File: src/rtl/rhythm_pkg.sv
// rhythm_pkg: shared scheduler states, key codes and a popcount helper for note_scheduler.
package rhythm_pkg;
  typedef enum logic [1:0] {IDLE = 2'd0, FETCH = 2'd1, PLAY = 2'd2, DRAIN = 2'd3} sched_state_t;
  localparam logic [7:0] KEY_START = 8'h2c;
  localparam logic [7:0] KEY_ABORT = 8'h29;
  localparam logic [7:0] COMBO_BONUS_THRESH = 8'd10;
  function automatic logic [4:0] popcount16(input logic [15:0] v);
    popcount16 = '0;
    for (int i = 0; i < 16; i++) popcount16 = popcount16 + 5'(v[i]);
  endfunction
endpackage

File: src/rtl/free_slot_picker.sv
// free_slot_picker: lowest-index free slot over a busy mask (priority encoder).
module free_slot_picker #(
  parameter int NUM_SLOTS = 8,
  parameter int SLOT_W = 3
) (
  input  logic [NUM_SLOTS-1:0] busy,
  output logic                 found,
  output logic [SLOT_W-1:0]    index
);
  always_comb begin
    found = 1'b0;
    index = '0;
    for (int i = NUM_SLOTS - 1; i >= 0; i--) begin
      if (!busy[i]) begin
        found = 1'b1;
        index = SLOT_W'(i);
      end
    end
  end
endmodule

File: src/rtl/note_scheduler.sv
// note_scheduler: chart-driven dropper sequencer with slot claiming and score/combo tally.
// Define NOTE_SCHED_COMBO_BONUS_EN to double the hit value while combo is at or above the bonus threshold.
module note_scheduler
  import rhythm_pkg::*;
#(
  parameter int NUM_SLOTS  = 8,
  parameter int SLOT_W     = 3,
  parameter int CHART_AW   = 6,
  parameter int TIME_W     = 12,
  parameter int HIT_POINTS = 10
) (
  input  logic                 frame_clk,
  input  logic                 Reset,
  input  logic [7:0]           keycode,
  output logic [CHART_AW-1:0]  chart_addr,
  input  logic [TIME_W-1:0]    chart_time,
  input  logic [1:0]           chart_lane,
  input  logic                 chart_last,
  input  logic [NUM_SLOTS-1:0] slot_busy,
  input  logic [NUM_SLOTS-1:0] slot_hit,
  input  logic [NUM_SLOTS-1:0] slot_miss,
  output logic                 spawn_valid,
  output logic [SLOT_W-1:0]    spawn_slot,
  output logic [1:0]           spawn_lane,
  output logic                 overflow_drop,
  output logic [TIME_W-1:0]    frame_count,
  output logic [15:0]          score,
  output logic [7:0]           combo,
  output logic [1:0]           sched_state
);
  sched_state_t state_q, state_d;
  logic done_q, done_d;
  logic [CHART_AW-1:0] chart_addr_q, chart_addr_d;
  logic [TIME_W-1:0] frame_count_q, frame_count_d, frame_inc;
  logic [15:0] score_q, score_d, hit_pts;
  logic [7:0] combo_q, combo_d;
  logic spawn_valid_q, spawn_valid_d, overflow_q, overflow_d;
  logic [SLOT_W-1:0] spawn_slot_q, spawn_slot_d, pick_idx;
  logic [1:0] spawn_lane_q, spawn_lane_d;
  logic [NUM_SLOTS-1:0] claim_q, claim_d;
  logic pick_found, miss_any;
  logic [4:0] hits;
  logic [20:0] score_sum;
  logic [8:0] combo_sum;

  free_slot_picker #(.NUM_SLOTS(NUM_SLOTS), .SLOT_W(SLOT_W)) u_pick (
    .busy  (slot_busy | claim_q),
    .found (pick_found),
    .index (pick_idx)
  );

`ifdef NOTE_SCHED_COMBO_BONUS_EN
  assign hit_pts = combo_q >= COMBO_BONUS_THRESH ? 16'(2 * HIT_POINTS) : 16'(HIT_POINTS);
`else
  assign hit_pts = 16'(HIT_POINTS);
`endif

  // a hit and miss on the same slot in one cycle counts only as a miss
  assign hits      = popcount16(16'(slot_hit & ~slot_miss));
  assign miss_any  = |slot_miss | overflow_q;
  assign score_sum = 21'(score_q) + 21'(hits) * 21'(hit_pts);
  assign combo_sum = 9'(combo_q) + 9'(hits);
  assign frame_inc = &frame_count_q ? frame_count_q : frame_count_q + 1'b1;

  always_comb begin
    state_d       = state_q;
    done_d        = done_q;
    chart_addr_d  = chart_addr_q;
    frame_count_d = frame_count_q;
    score_d       = score_q;
    combo_d       = combo_q;
    spawn_valid_d = 1'b0;
    overflow_d    = 1'b0;
    spawn_slot_d  = spawn_slot_q;
    spawn_lane_d  = spawn_lane_q;
    claim_d       = spawn_valid_q ? NUM_SLOTS'(1) << spawn_slot_q : '0;
    if (state_q != IDLE) begin
      score_d = score_sum > 21'hFFFF ? 16'hFFFF : score_sum[15:0];
      combo_d = miss_any ? 8'd0 : combo_sum > 9'd255 ? 8'hFF : combo_sum[7:0];
    end
    case (state_q)
      IDLE: begin
        chart_addr_d = '0;
        done_d       = 1'b0;
        if (keycode == KEY_START) begin
          frame_count_d = '0;
          score_d       = '0;
          combo_d       = '0;
          state_d       = FETCH;
        end
      end
      FETCH: begin
        frame_count_d = frame_inc;
        state_d       = PLAY;
      end
      PLAY: begin
        frame_count_d = frame_inc;
        if (frame_count_q >= chart_time) begin
          spawn_valid_d = pick_found;
          overflow_d    = !pick_found;
          spawn_slot_d  = pick_idx;
          spawn_lane_d  = chart_lane;
          chart_addr_d  = chart_addr_q + 1'b1;
          state_d       = (chart_last || &chart_addr_q) ? DRAIN : FETCH;
        end
      end
      DRAIN: begin
        // a spawn still in flight has not yet shown up in slot_busy or claim
        if (!done_q) begin
          frame_count_d = frame_inc;
          done_d = slot_busy == '0 && claim_q == '0 && !spawn_valid_q;
        end
      end
    endcase
    if (state_q != IDLE && keycode == KEY_ABORT) begin
      state_d       = IDLE;
      done_d        = 1'b0;
      chart_addr_d  = '0;
      spawn_valid_d = 1'b0;
      overflow_d    = 1'b0;
    end
  end

  always_ff @(posedge frame_clk or negedge Reset) begin
    if (!Reset) begin
      state_q       <= IDLE;
      done_q        <= 1'b0;
      chart_addr_q  <= '0;
      frame_count_q <= '0;
      score_q       <= '0;
      combo_q       <= '0;
      spawn_valid_q <= 1'b0;
      overflow_q    <= 1'b0;
      spawn_slot_q  <= '0;
      spawn_lane_q  <= '0;
      claim_q       <= '0;
    end else begin
      state_q       <= state_d;
      done_q        <= done_d;
      chart_addr_q  <= chart_addr_d;
      frame_count_q <= frame_count_d;
      score_q       <= score_d;
      combo_q       <= combo_d;
      spawn_valid_q <= spawn_valid_d;
      overflow_q    <= overflow_d;
      spawn_slot_q  <= spawn_slot_d;
      spawn_lane_q  <= spawn_lane_d;
      claim_q       <= claim_d;
    end
  end

  assign chart_addr    = chart_addr_q;
  assign spawn_valid   = spawn_valid_q;
  assign spawn_slot    = spawn_slot_q;
  assign spawn_lane    = spawn_lane_q;
  assign overflow_drop = overflow_q;
  assign frame_count   = frame_count_q;
  assign score         = score_q;
  assign combo         = combo_q;
  assign sched_state   = state_q;
endmodule

File: config.mk
export PLATFORM = sky130hd
export DESIGN_NAME = note_scheduler
export DESIGN_NICKNAME = d
export VERILOG_FILES = /design/src/rtl/rhythm_pkg.sv /design/src/rtl/free_slot_picker.sv /design/src/rtl/note_scheduler.sv
export SDC_FILE = /design/constraint.sdc
export NUM_CORES = 1
export LEC_CHECK = 0
export BUFFER_PORTS_ARGS = -buffer_cell sky130_fd_sc_hd__buf_2
export CAP_MARGIN = 10
export CORE_UTILIZATION = 54
export CTS_CLUSTER_SIZE = 16
export DETAILED_ROUTE_END_ITERATION = 16
export GPL_TIMING_DRIVEN = 1
export PLACE_DENSITY = 0.8
export SLEW_MARGIN = 20
export SYNTH_ARGS = -nofsm -noshare
export SYNTH_HDL_FRONTEND = slang
export SYNTH_HIERARCHICAL = 1
export SYNTH_SLANG_ARGS = --single-unit
File: constraint.sdc
create_clock -name frame_clk -period 2.4 [get_ports frame_clk]
set_input_delay 0.12 -clock frame_clk [delete_from_list [all_inputs] [get_ports frame_clk]]
set_output_delay 0.12 -clock frame_clk [all_outputs]
set_load 0.03 [all_outputs]
==> impl_metrics.csv, run 1 <==
group,metric,value,unit
synthesis,synth_compound_area_share,19.2,%
timing,fin_crit,4.46,ns
setup_path,crit_required,2.65,ns
global_routing,grt_pass1_wl,19.4,mm
die,coreArea,7330,um2
flow_run,cap_violations,0,
timing,rsz0062_at_grt,"true",
status,outcome,"finished with violations",
synthesis,synth_enable_flop_cells,0,
global_routing,grt_max_degree,39,
placed_design,port_buffers,99,
clock_network,numCtsBuffers,9,
die,die_h,89.7,um
setup_path,endpoint_kind,"register",
synthesis,synthXorXnorAreaFrac,2.29,%
timing,hold_violations,0,
drt,drcViolationCount,0,
die,rows,31,
placed_design,dp_hpwl,8.44,mm
drt,drt_iter0_drc,273,
die,initial_core_util,56.7,%
drt,firstDrtPassIters,5,
die,dieArea,8050,um2
status,violations,"negative setup slack",
placed_design,place_congestion,0.920,
timing,max_freq,224,MHz
cells_and_area,drive_gt1_share,34.3,%
placed_design,dp_cells,709,
setup_path,reg2reg_to,"score[13]",
global_routing,grt_util_all_layers,29.8,%
timing,post-route-period-util,186,%
clock_network,cts_sinks,60,
synthesis,synthMuxAreaShare,2.32,%
clock_network,clock_latency,0.34,ns
clock_network,cts_tree,"done",
setup_path,worstPathMaxFanout,5,
power_and_ir_drop,p_leak,2.88,nW
setup_path,rr_worst_depth,10,
synthesis,synthDistinctLibCells,61,
cells_and_area,syn2layout_area_growth,35.9,%
timing,finalClockSkew,0.00813,ns
clock_network,htreeDepth,3,
cells_and_area,final_nets,722,
clock_network,clk_pin_slew,0.07,ns
synthesis,synth.avg_cell_area,8.79,um2
setup_path,path_class,"input pin to register",
synthesis,postSynthCellCount,473,
synthesis,yosys_warnings,6,
power_and_ir_drop,ir_drop,647,uV
global_routing,grt_pass1_vias,4165,
drt,wl,11.9,mm
timing,max_slew_margin,59.2,%
synthesis,ys_async_sr_fraction,100,%
min_path,min_to,"spawn_lane[1]",
synthesis,dominantRegCellSynth,"dfrtp_1",
synthesis,syn-cell-area,4160,um2
min_path,min-delay-start,"chart_lane[1]",
setup_path,start_kind,"input pin",
power_and_ir_drop,power.density,988,nW/um2
drt,viasPerCell,5.70,
cells_and_area,antennaDiodeCount,0,
global_routing,antenna_found_initial,0,
synthesis,syn-num-nets,564,
timing,timing.final.ws_setup,-2.06,ns
setup_path,reg2reg_slack,0.09,ns
min_path,hp-class,"input pin to register",
timing,whs,0.00637,ns
timing,max_slew.worst_pin.slew,0.612,ns
min_path,min_path_cells,2,
global_routing,overflow,0,
timing,slew_violations,0,
setup_path,r2r_start,"score[1]",
drt,detail-route-antenna-nets,0,
synthesis,synth_seq_cells,60,
die,boundaryPins,100,
clock_network,cts.path.max_buffers,2,
die,die_w,89.7,um
synthesis,yosysSeqAreaShare,36.1,%
synthesis,synth_top_family_by_area,"simple AND/OR/NAND/NOR gates",
timing,setup_violations,24,
drt,wire_per_inst,16.2,um
setup_path,critPathArrivalTime,4.71,ns
synthesis,synth_fa_ha_area_share,13.7,%
synthesis,synth-simple-area-share,22.1,%
clock_network,root_buffer,"clkbuf_8",
cells_and_area,fin_cells,734,
drt,num_vias,4187,
==> worst max path at each step <==
stage,start,endpoint,slack (ns),cells past startpoint
2_1_floorplan,slot_hit[0],score[3],-2.14,21
3_3_place_gp,slot_hit[0],score[7],-2.25,21
3_5_place_dp,slot_hit[0],score[8],-2.42,21
4_1_cts,slot_hit[0],score[11],-2.01,21
5_1_grt,slot_hit[0],score[15],-2.20,20
6_report,slot_hit[0],score[8],-2.06,21
==> state kept, by name, summed over array words and instances (netlist names) <==
register / flops
done_q: 1
frame_count: 12
score: 16
sched_state: 2
spawn_valid: 1
chart_addr: 6
claim_q: 8
spawn_lane: 2
overflow_drop: 1
spawn_slot: 3
combo: 8
==> cells in the mapped netlist, types with 7 or more instances <==
library cell,instances,share of area (%)
ha_1,36,11
nor2b_1,7,1.1
a21oi_1,31,3.7
nor2_1,31,2.8
o21ai_0,12,1.4
nand2b_1,14,2.1
or2_2,7,1.1
nor3_1,15,1.8
dfrtp_1,60,36
o21ai_1,18,2.2
clkbuf_1,9,0.81
nand3_1,11,1.3
inv_1,36,3.3
nand2_1,65,5.9
a21o_1,10,1.8
==> metal layers <==
layer	track usage [%]	part of all wire, %
met5	0	0
met4	13.0	2.8
met3	5.33	5.3
met2	51.9	50
met1	36.2	42
==> area by class of cell <==
| cell class | count | area [um2] |
|---|---|---|
| fill | 517 | 1680 |
| sequential | 60 | 1500 |
| clock buffer | 12 | 165 |
| clock inverter | 3 | 68.8 |
| multi-input combinational | 366 | 2680 |
| inverter | 36 | 135 |
| timing repair buffer | 158 | 973 |
| tap | 99 | 124 |
==> layout by cell type, fill, tap and decap left out, types with 4 or more instances in the layout <==
| cell | count |
|---|---|
| mux2i_1 | 4 |
| nand2b_1 | 14 |
| nor2_1 | 30 |
| and2_1 | 4 |
| xnor2_1 | 5 |
| ha_1 | 30 |
| a21o_1 | 10 |
| ha_4 | 4 |
| a31oi_1 | 5 |
| o21ai_1 | 19 |
| buf_2 | 98 |
| nand2_1 | 63 |
| inv_1 | 34 |
| a21oi_1 | 26 |
| a21oi_2 | 6 |
| nand4_1 | 6 |
| nand3_1 | 9 |
| mux2_1 | 5 |
| o211ai_1 | 6 |
| buf_6 | 4 |
| o21ai_0 | 8 |
| dfrtp_1 | 60 |
| fa_1 | 4 |
| nor2b_1 | 4 |
| clkbuf_8 | 12 |
| or2_2 | 7 |
| nor3_1 | 15 |
| buf_4 | 53 |
==> repair_timing <==
item	CTS	global route
gates cloned	0	0
endpoints found under the hold margin	23	0
setup endpoints to repair	24	29
hold buffers	2	0
setup buffers	2	6
pin swaps	6	6
gates resized for setup	17	12
==> worst max-delay path, stage by stage <==
cell      delay [ns]
buf_6           0.09
nor2b_4         0.11
fa_1            0.55
inv_2           0.04
fa_1            0.44
fa_1            0.50
inv_1           0.04
ha_2            0.19
fa_2            0.57
ha_4            0.21
ha_4            0.17
o21ai_0         0.18
a21oi_1         0.12
ha_1            0.33
a21oi_2         0.18
o21a_1          0.19
a31oi_4         0.06
buf_4           0.17
buf_6           0.11
and3_1          0.14
a211oi_2        0.18
==> per-stage QoR <==
step / power [mW] / TNS (ns) / utilization, % / setup slack (ns) / instance area (um2)
final: 5.58 / -44.11 / 77.1 / -2.06 / 5650
after global routing: 5.92 / -47.94 / 77.1 / -2.20 / 5650
after CTS: 5.46 / -43.48 / 75.8 / -2.01 / 5560
after detailed placement: 4.31 / -52.98 / 71.3 / -2.42 / 5230
after global placement: 4.19 / -50.54 / 71.3 / -2.25 / 5230
after floorplan: 3.29 / -45.50 / - / -2.14 / 4280
==> logic make-up after synthesis <==
group	after synthesis
AO/OA/AOI/OAI	121
XOR/XNOR	10
adder cells (fa/ha/maj)	42
buffers and inverters	47
flip-flops	60
multiplexers	9
AND/OR/NAND/NOR	184
==> report_power, final <==
group / switching [mW] / internal, mW
Sequential: 0.210 / 1.22
Combinational: 1.84 / 1.23
Clock: 0.420 / 0.667
Total: 2.47 / 3.11
Note: power is estimated with default switching activity, not from simulation.
==> inputs of run 2 (changes only) <==
- PLACE_DENSITY: 0.8 -> 0.81
- SYNTH_HIERARCHICAL: 1 -> unset
==> run 2 against run 1 <==
The flow still finishes with violations (negative setup slack); setup slack improved by 0.029 ns; via count decreased by 3.0%; clock-buffer cell count decreased by 1; die area decreased by 1.2%; largest cell class unchanged; largest power group unchanged; cell count decreased by 3.4%; clock power decreased by 6%.
==> impl_metrics.csv, run 2 <==
group,metric,value,unit
status,outcome,"finished with violations",
status,violations,"negative setup slack",
global_routing,gr-usage-met1,35.3,%
synthesis,syn-cell-area,4110,um2
setup_path,crit_chain,"buf_6 -> nor2b_4 -> fa_1 -> inv_1 -> fa_1 -> fa_1 -> inv_1 -> ha_2 -> fa_2 -> ha_4 -> ha_4 -> ha_4 -> a21oi_2 -> xor2_1 -> ha_2 -> or2_4 -> a21oi_4 -> a211oi_2 -> inv_1 -> nor3_1 -> o22a_1",
setup_path,rr_worst_depth,8,
cells_and_area,syn2layout_area_growth,34.7,%
timing,max_freq,226,MHz
global_routing,grt_use_met2,51.4,%
cells_and_area,multi_input_area,2690,um2
synthesis,synth_enable_flop_cells,0,
global_routing,grt_busiest_layer,"met2",
cells_and_area,antennaDiodeCount,0,
synthesis,synth_area_leaders,"dfrtp_1 37%, ha_1 11%, nand2_1 4.2%, nor2_1 4.2%, o21ai_0 3.5%",
global_routing,grt_max_degree,34,
power_and_ir_drop,p_leak,2.80,nW
die,die_h,89.2,um
global_routing,grt_pass1_wl,17.9,mm
setup_path,critPathArrivalTime,4.66,ns
timing,finalClockSkew,0.0112,ns
timing,slew_violations,0,
global_routing,grt_util_all_layers,29.7,%
die,boundaryPins,100,
setup_path,endpoint_kind,"register",
drt,viasPerCell,5.73,
synthesis,synth_seq_cells,60,
min_path,hp-class,"input pin to register",
clock_network,clock_latency,0.35,ns
clock_network,cts_sinks,60,
timing,hold_violations,0,
min_path,min_path_cells,2,
timing,max_slew.worst_pin.slew,0.663,ns
setup_path,slowest_delay,0.56,ns
setup_path,crit_start,"slot_hit[0]",
drt,wl,11.2,mm
placed_design,dp_hpwl,7.85,mm
global_routing,grt.met3_usage,6.46,%
placed_design,port_buffers,99,
clock_network,htreeDepth,3,
synthesis,yosys_warnings,0,
cells_and_area,drive_gt1_share,36.1,%
timing,post-route-period-util,184,%
setup_path,worstPathMaxFanout,4,
flow_run,cap_violations,0,
cells_and_area,final_common_cell,"buf_2",
cells_and_area,regArea,1500,um2
global_routing,grt_pass1_vias,3974,
power_and_ir_drop,total_power,5.11,mW
min_path,min-delay-start,"chart_lane[1]",
synthesis,yosysSeqAreaShare,36.6,%
clock_network,cts.path.max_buffers,2,
synthesis,synth_top_area_cell,"dfrtp_1",
cells_and_area,largest_reg_flops,16,
power_and_ir_drop,power.density,924,nW/um2
timing,max_slew_margin,55.8,%
die,dieArea,7950,um2
synthesis,dominantRegCellSynth,"dfrtp_1",
synthesis,yosys-top-cells-count,"60 x dfrtp_1, 46 x nand2_1, 46 x nor2_1",
clock_network,numCtsBuffers,9,
setup_path,r2r_start,"frame_count[7]",
drt,wire_per_inst,15.8,um
timing,rsz0062_at_grt,"true",
global_routing,antenna_found_initial,0,
drt,detail-route-antenna-nets,0,
power_and_ir_drop,ir_drop,525,uV
drt,num_vias,4062,
synthesis,synthDistinctLibCells,59,
die,die_w,89.2,um
global_routing,overflow,0,
die,rows,31,
clock_network,clk_pin_slew,0.07,ns
drt,drcViolationCount,0,
die,initial_core_util,56.3,%
min_path,min_to,"spawn_lane[1]",
cells_and_area,fin_util,75.8,%
synthesis,ys_async_sr_fraction,100,%
clock_network,cts_tree,"done",
cells_and_area,final.fill_count,507,
synthesis,synth.most_common_cell,"dfrtp_1",
timing,timing.final.ws_setup,-2.03,ns
cells_and_area,layout_common_cells,"98 x buf_2, 60 x dfrtp_1, 46 x buf_4",
setup_path,crit_required,2.64,ns
placed_design,place_congestion,0.921,
cells_and_area,final_nets,696,
timing,fin_crit,4.43,ns
synthesis,postSynthCellCount,453,
drt,firstDrtPassIters,4,
setup_path,reg2reg_slack,0.14,ns
drt,drt_iter0_drc,220,
synthesis,post-synth-top-area-fraction,36.6,%
setup_path,reg2reg_to,"chart_addr[4]",
setup_path,start_kind,"input pin",
synthesis,synth.avg_cell_area,9.06,um2
setup_path,crit_slowest_cell,"fa_2",
die,coreArea,7290,um2
clock_network,root_buffer,"clkbuf_8",
synthesis,syn-num-nets,544,
setup_path,path_class,"input pin to register",
timing,setup_violations,24,
-- run 2: timing repair --
action	in CTS	in global routing
buffers inserted	3	4
endpoints found under the setup margin	24	25
gates resized for setup	18	15
cloned	1	0
pin swaps	16	11
hold buffers	1	0
endpoints found under the hold margin	27	0
-- run 2: kinds of logic (layout without fill, tap and decap cells) --
kind of cell	after synthesis	in the layout	synth area share, %
adders and majority gates	42	42	13.9
and+or+nand+nor	173	174	21.0
xor gates and xnor gates	16	16	3.60
muxes	7	7	1.86
AOI/OAI and AO/OA	115	115	19.4
DFF	60	60	36.6
buffers and inverters	40	196	3.72
-- run 2: where the power goes --
part / total (mW) / leakage, nW / internal [mW] / switching, mW
Clock: 1.03 / 0.113 / 0.608 / 0.417
Combinational: 2.74 / 1.88 / 1.09 / 1.65
Sequential: 1.34 / 0.809 / 1.17 / 0.176
Total: 5.11 / 2.80 / 2.87 / 2.24
-- run 2: worst max path at each step --
stage / endpoint / slack [ns] / cells past startpoint
floorplan: score[3] / -2.18 / 21
global placement: score[15] / -2.30 / 21
detailed placement: score[11] / -2.42 / 21
CTS: score[6] / -2.01 / 20
global route: score[12] / -2.18 / 22
finish: score[15] / -2.03 / 21
-- run 2: metrics by stage --
stage                     TNS [ns]  hold slack [ns]  worst slack, ns  area [um2]  cells
after floorplan             -45.42           -0.176            -2.18        4230    453
after global placement      -50.47            0.183            -2.30        5130    684
after detailed placement    -52.83            0.193            -2.42        5130    684
after CTS                   -43.49          0.00314            -2.01        5450    705
after global routing        -47.15          0.00313            -2.18        5530    709
final                       -44.04          0.00577            -2.03        5530    709
-- run 2: critical path, delay by kind of cell --
family,cells,cell delay (ns)
xor+xnor,1,0.17
simple gates,3,0.42
fa+ha+maj,9,3.10
buf+inv,4,0.32
compound gates,4,0.54
-- run 2: final cells by class --
class	instances	area share, %
Tap cell	99	2.24
Inverter	33	2.24
Multi-Input combinational cell	354	48.6
Clock inverter	5	1.36
Clock buffer	11	2.56
Timing Repair Buffer	147	15.9
Sequential cell	60	27.2
-- run 2: per-layer routing --
| metal | wire (um) | share of wire, % | vias up |
|---|---|---|---|
| met5 | 0 | 0 | - |
| met4 | 260 | 2.3 | 0 |
| met3 | 531 | 4.7 | 23 |
| met2 | 5780 | 52 | 137 |
| met1 | 4620 | 41 | 1969 |
| li1 | - | - | 1933 |
==> inputs of run 3 (changes only) <==
- TNS_END_PERCENT: unset -> 30
==> run 3 against run 2 <==
The run still ends with negative setup slack left; non-clock buffer count rose by 5; die area did not move; critical path depth did not move; first-iteration DRC count fell by 1.4%; clock-buffer cell count did not move; clock skew fell by 0.0040 ns; register-to-register slack barely moved; critical path type unchanged.
==> impl_metrics.csv, run 3 (same netlist as run 2, synthesis figures left out) <==
group,metric,value,unit
placed_design,port_buffers,99,
timing,max_slew_margin,35.3,%
timing,max_slew.worst_pin.slew,0.970,ns
setup_path,path_class,"input pin to register",
clock_network,cts_sinks,60,
placed_design,dp_hpwl,8.18,mm
status,outcome,"finished with violations",
setup_path,worstPathMaxFanout,3,
global_routing,grt_util_all_layers,29.9,%
cells_and_area,drive_gt1_share,36.4,%
drt,wl,11.7,mm
timing,setup_violations,24,
clock_network,cts.path.max_buffers,2,
placed_design,place_congestion,0.911,
drt,detail-route-antenna-nets,0,
cells_and_area,syn2layout_area_growth,36.3,%
setup_path,reg2reg_to,"spawn_slot[0]",
timing,post-route-period-util,189,%
setup_path,endpoint_kind,"register",
timing,whs,0.0169,ns
clock_network,clock_latency,0.34,ns
die,die_w,89.2,um
global_routing,grt_pass1_vias,4068,
cells_and_area,layout_common_cells,"98 x buf_2, 60 x dfrtp_1, 49 x buf_4",
setup_path,reg2reg_slack,0.13,ns
timing,timing.final.ws_setup,-2.13,ns
flow_run,cap_violations,0,
setup_path,crit_required,2.63,ns
clock_network,htreeDepth,3,
status,violations,"negative setup slack",
die,coreArea,7290,um2
cells_and_area,final_common_cell,"buf_2",
setup_path,crit_end,"score[10]",
setup_path,start_kind,"input pin",
cells_and_area,largest_reg_flops,16,
clock_network,clk_pin_slew,0.07,ns
timing,hold_violations,0,
setup_path,crit_start,"slot_hit[0]",
die,boundaryPins,100,
cells_and_area,antennaDiodeCount,0,
setup_path,critPathArrivalTime,4.76,ns
global_routing,grt_pass1_wl,18.0,mm
global_routing,antenna_found_initial,0,
clock_network,cts_tree,"done",
timing,max_freq,221,MHz
drt,viasPerCell,5.86,
die,die_h,89.2,um
cells_and_area,final_nets,701,
power_and_ir_drop,ir_drop,560,uV
die,rows,31,
die,initial_core_util,56.3,%
drt,num_vias,4182,
min_path,hp-class,"input pin to register",
setup_path,r2r_start,"frame_count[9]",
drt,drt_iter0_drc,217,
power_and_ir_drop,p_leak,2.82,nW
timing,finalSetupTns,-44.87,ns
die,dieArea,7950,um2
power_and_ir_drop,power.density,928,nW/um2
timing,finalClockSkew,0.00719,ns
timing,slew_violations,0,
drt,firstDrtPassIters,5,
timing,rsz0062_at_grt,"true",
drt,drcViolationCount,0,
timing,fin_crit,4.53,ns
setup_path,rr_worst_depth,7,
clock_network,numCtsBuffers,9,
global_routing,overflow,0,
drt,wire_per_inst,16.4,um
global_routing,grt_max_degree,42,
cells_and_area,fin_util,76.7,%
clock_network,root_buffer,"clkbuf_8",
==> run 3: cell count changes in the layout (fill, tap and decap cells not counted), moves of 2 or more <==
| cell | previous run | this run |
|---|---|---|
| buf_4 | 46 | 49 |
| a21oi_2 | 6 | 3 |
| o21ai_2 | 3 | 1 |
| o21ai_1 | 12 | 10 |
| o21ai_0 | 16 | 19 |
| nor2_2 | 0 | 2 |
| a21oi_1 | 19 | 21 |
| buf_6 | 1 | 3 |
==> run 3: area by class of cell <==
type	instances	area [um2]
clock inverters	5	52.6
multi-input cells	354	2740
repair buffers	152	922
fillers	491	1700
flip-flops and latches	60	1500
clock buffers	11	131
well taps	99	124
inverters	33	126
==> run 3: critical path: stages <==
cell and delay (ns):
buf_6 0.09, nor2b_4 0.12, fa_1 0.53, inv_1 0.05, fa_1 0.44, fa_1 0.49, inv_1 0.05, ha_2 0.19
fa_2 0.58, ha_4 0.21, ha_4 0.17, o21ai_0 0.23, a21oi_2 0.11, ha_1 0.35, a21oi_4 0.24, o21ai_4 0.11
buf_6 0.13, buf_4 0.12, a31oi_1 0.22, o21ai_2 0.12, o311ai_4 0.09
==> run 3: stage by stage <==
stage / worst slack, ns / instance area, um2 / power, mW / instances
after floorplan: -2.18 / 4220 / 3.02 / 453
after global placement: -2.32 / 5150 / 3.85 / 688
after detailed placement: -2.49 / 5150 / 3.99 / 688
after CTS: -2.05 / 5510 / 5.00 / 712
after global routing: -2.21 / 5590 / 5.50 / 714
final: -2.13 / 5590 / 5.19 / 714
==> run 3: timing repair <==
| action | 4_1_cts | 5_1_grt |
|---|---|---|
| pin swaps | 24 | 17 |
| setup endpoints to repair | 24 | 30 |
| hold endpoints to repair | 39 | 0 |
| buffers inserted | 6 | 2 |
| hold buffers | 1 | 0 |
| resized for setup | 33 | 18 |
| cloned | 1 | 0 |
==> run 3: power breakdown <==
| part | internal, mW | total [mW] | leakage, nW | switching (mW) |
|---|---|---|---|---|
| logic | 1.21 | 2.98 | 1.92 | 1.78 |
| clock network | 0.475 | 0.881 | 0.0931 | 0.406 |
| registers | 1.17 | 1.33 | 0.809 | 0.157 |
| total | 2.85 | 5.19 | 2.82 | 2.34 |
==> run 3: worst min-delay path by stage <==
stage                   from             end  slack [ns]  cells past startpoint
2_1_floorplan          Reset   chart_addr[0]       -0.18                      0
3_3_place_gp           Reset  frame_count[7]        0.31                      1
3_5_place_dp           Reset  frame_count[7]        0.31                      1
4_1_cts        chart_lane[0]   spawn_lane[0]       0.009                      2
5_1_grt        chart_lane[0]   spawn_lane[0]       0.009                      2
6_report       chart_lane[0]   spawn_lane[0]        0.02                      2
==> run 3: layer usage <==
metal / global-route usage (%) / vias to the layer above / share of wire [%]
met4: 16.9 / 0 / 3.9
li1: - / 1942 / -
met2: 52.3 / 215 / 50
met1: 34.2 / 1976 / 39
met5: 0 / - / 0
met3: 6.00 / 49 / 7.6
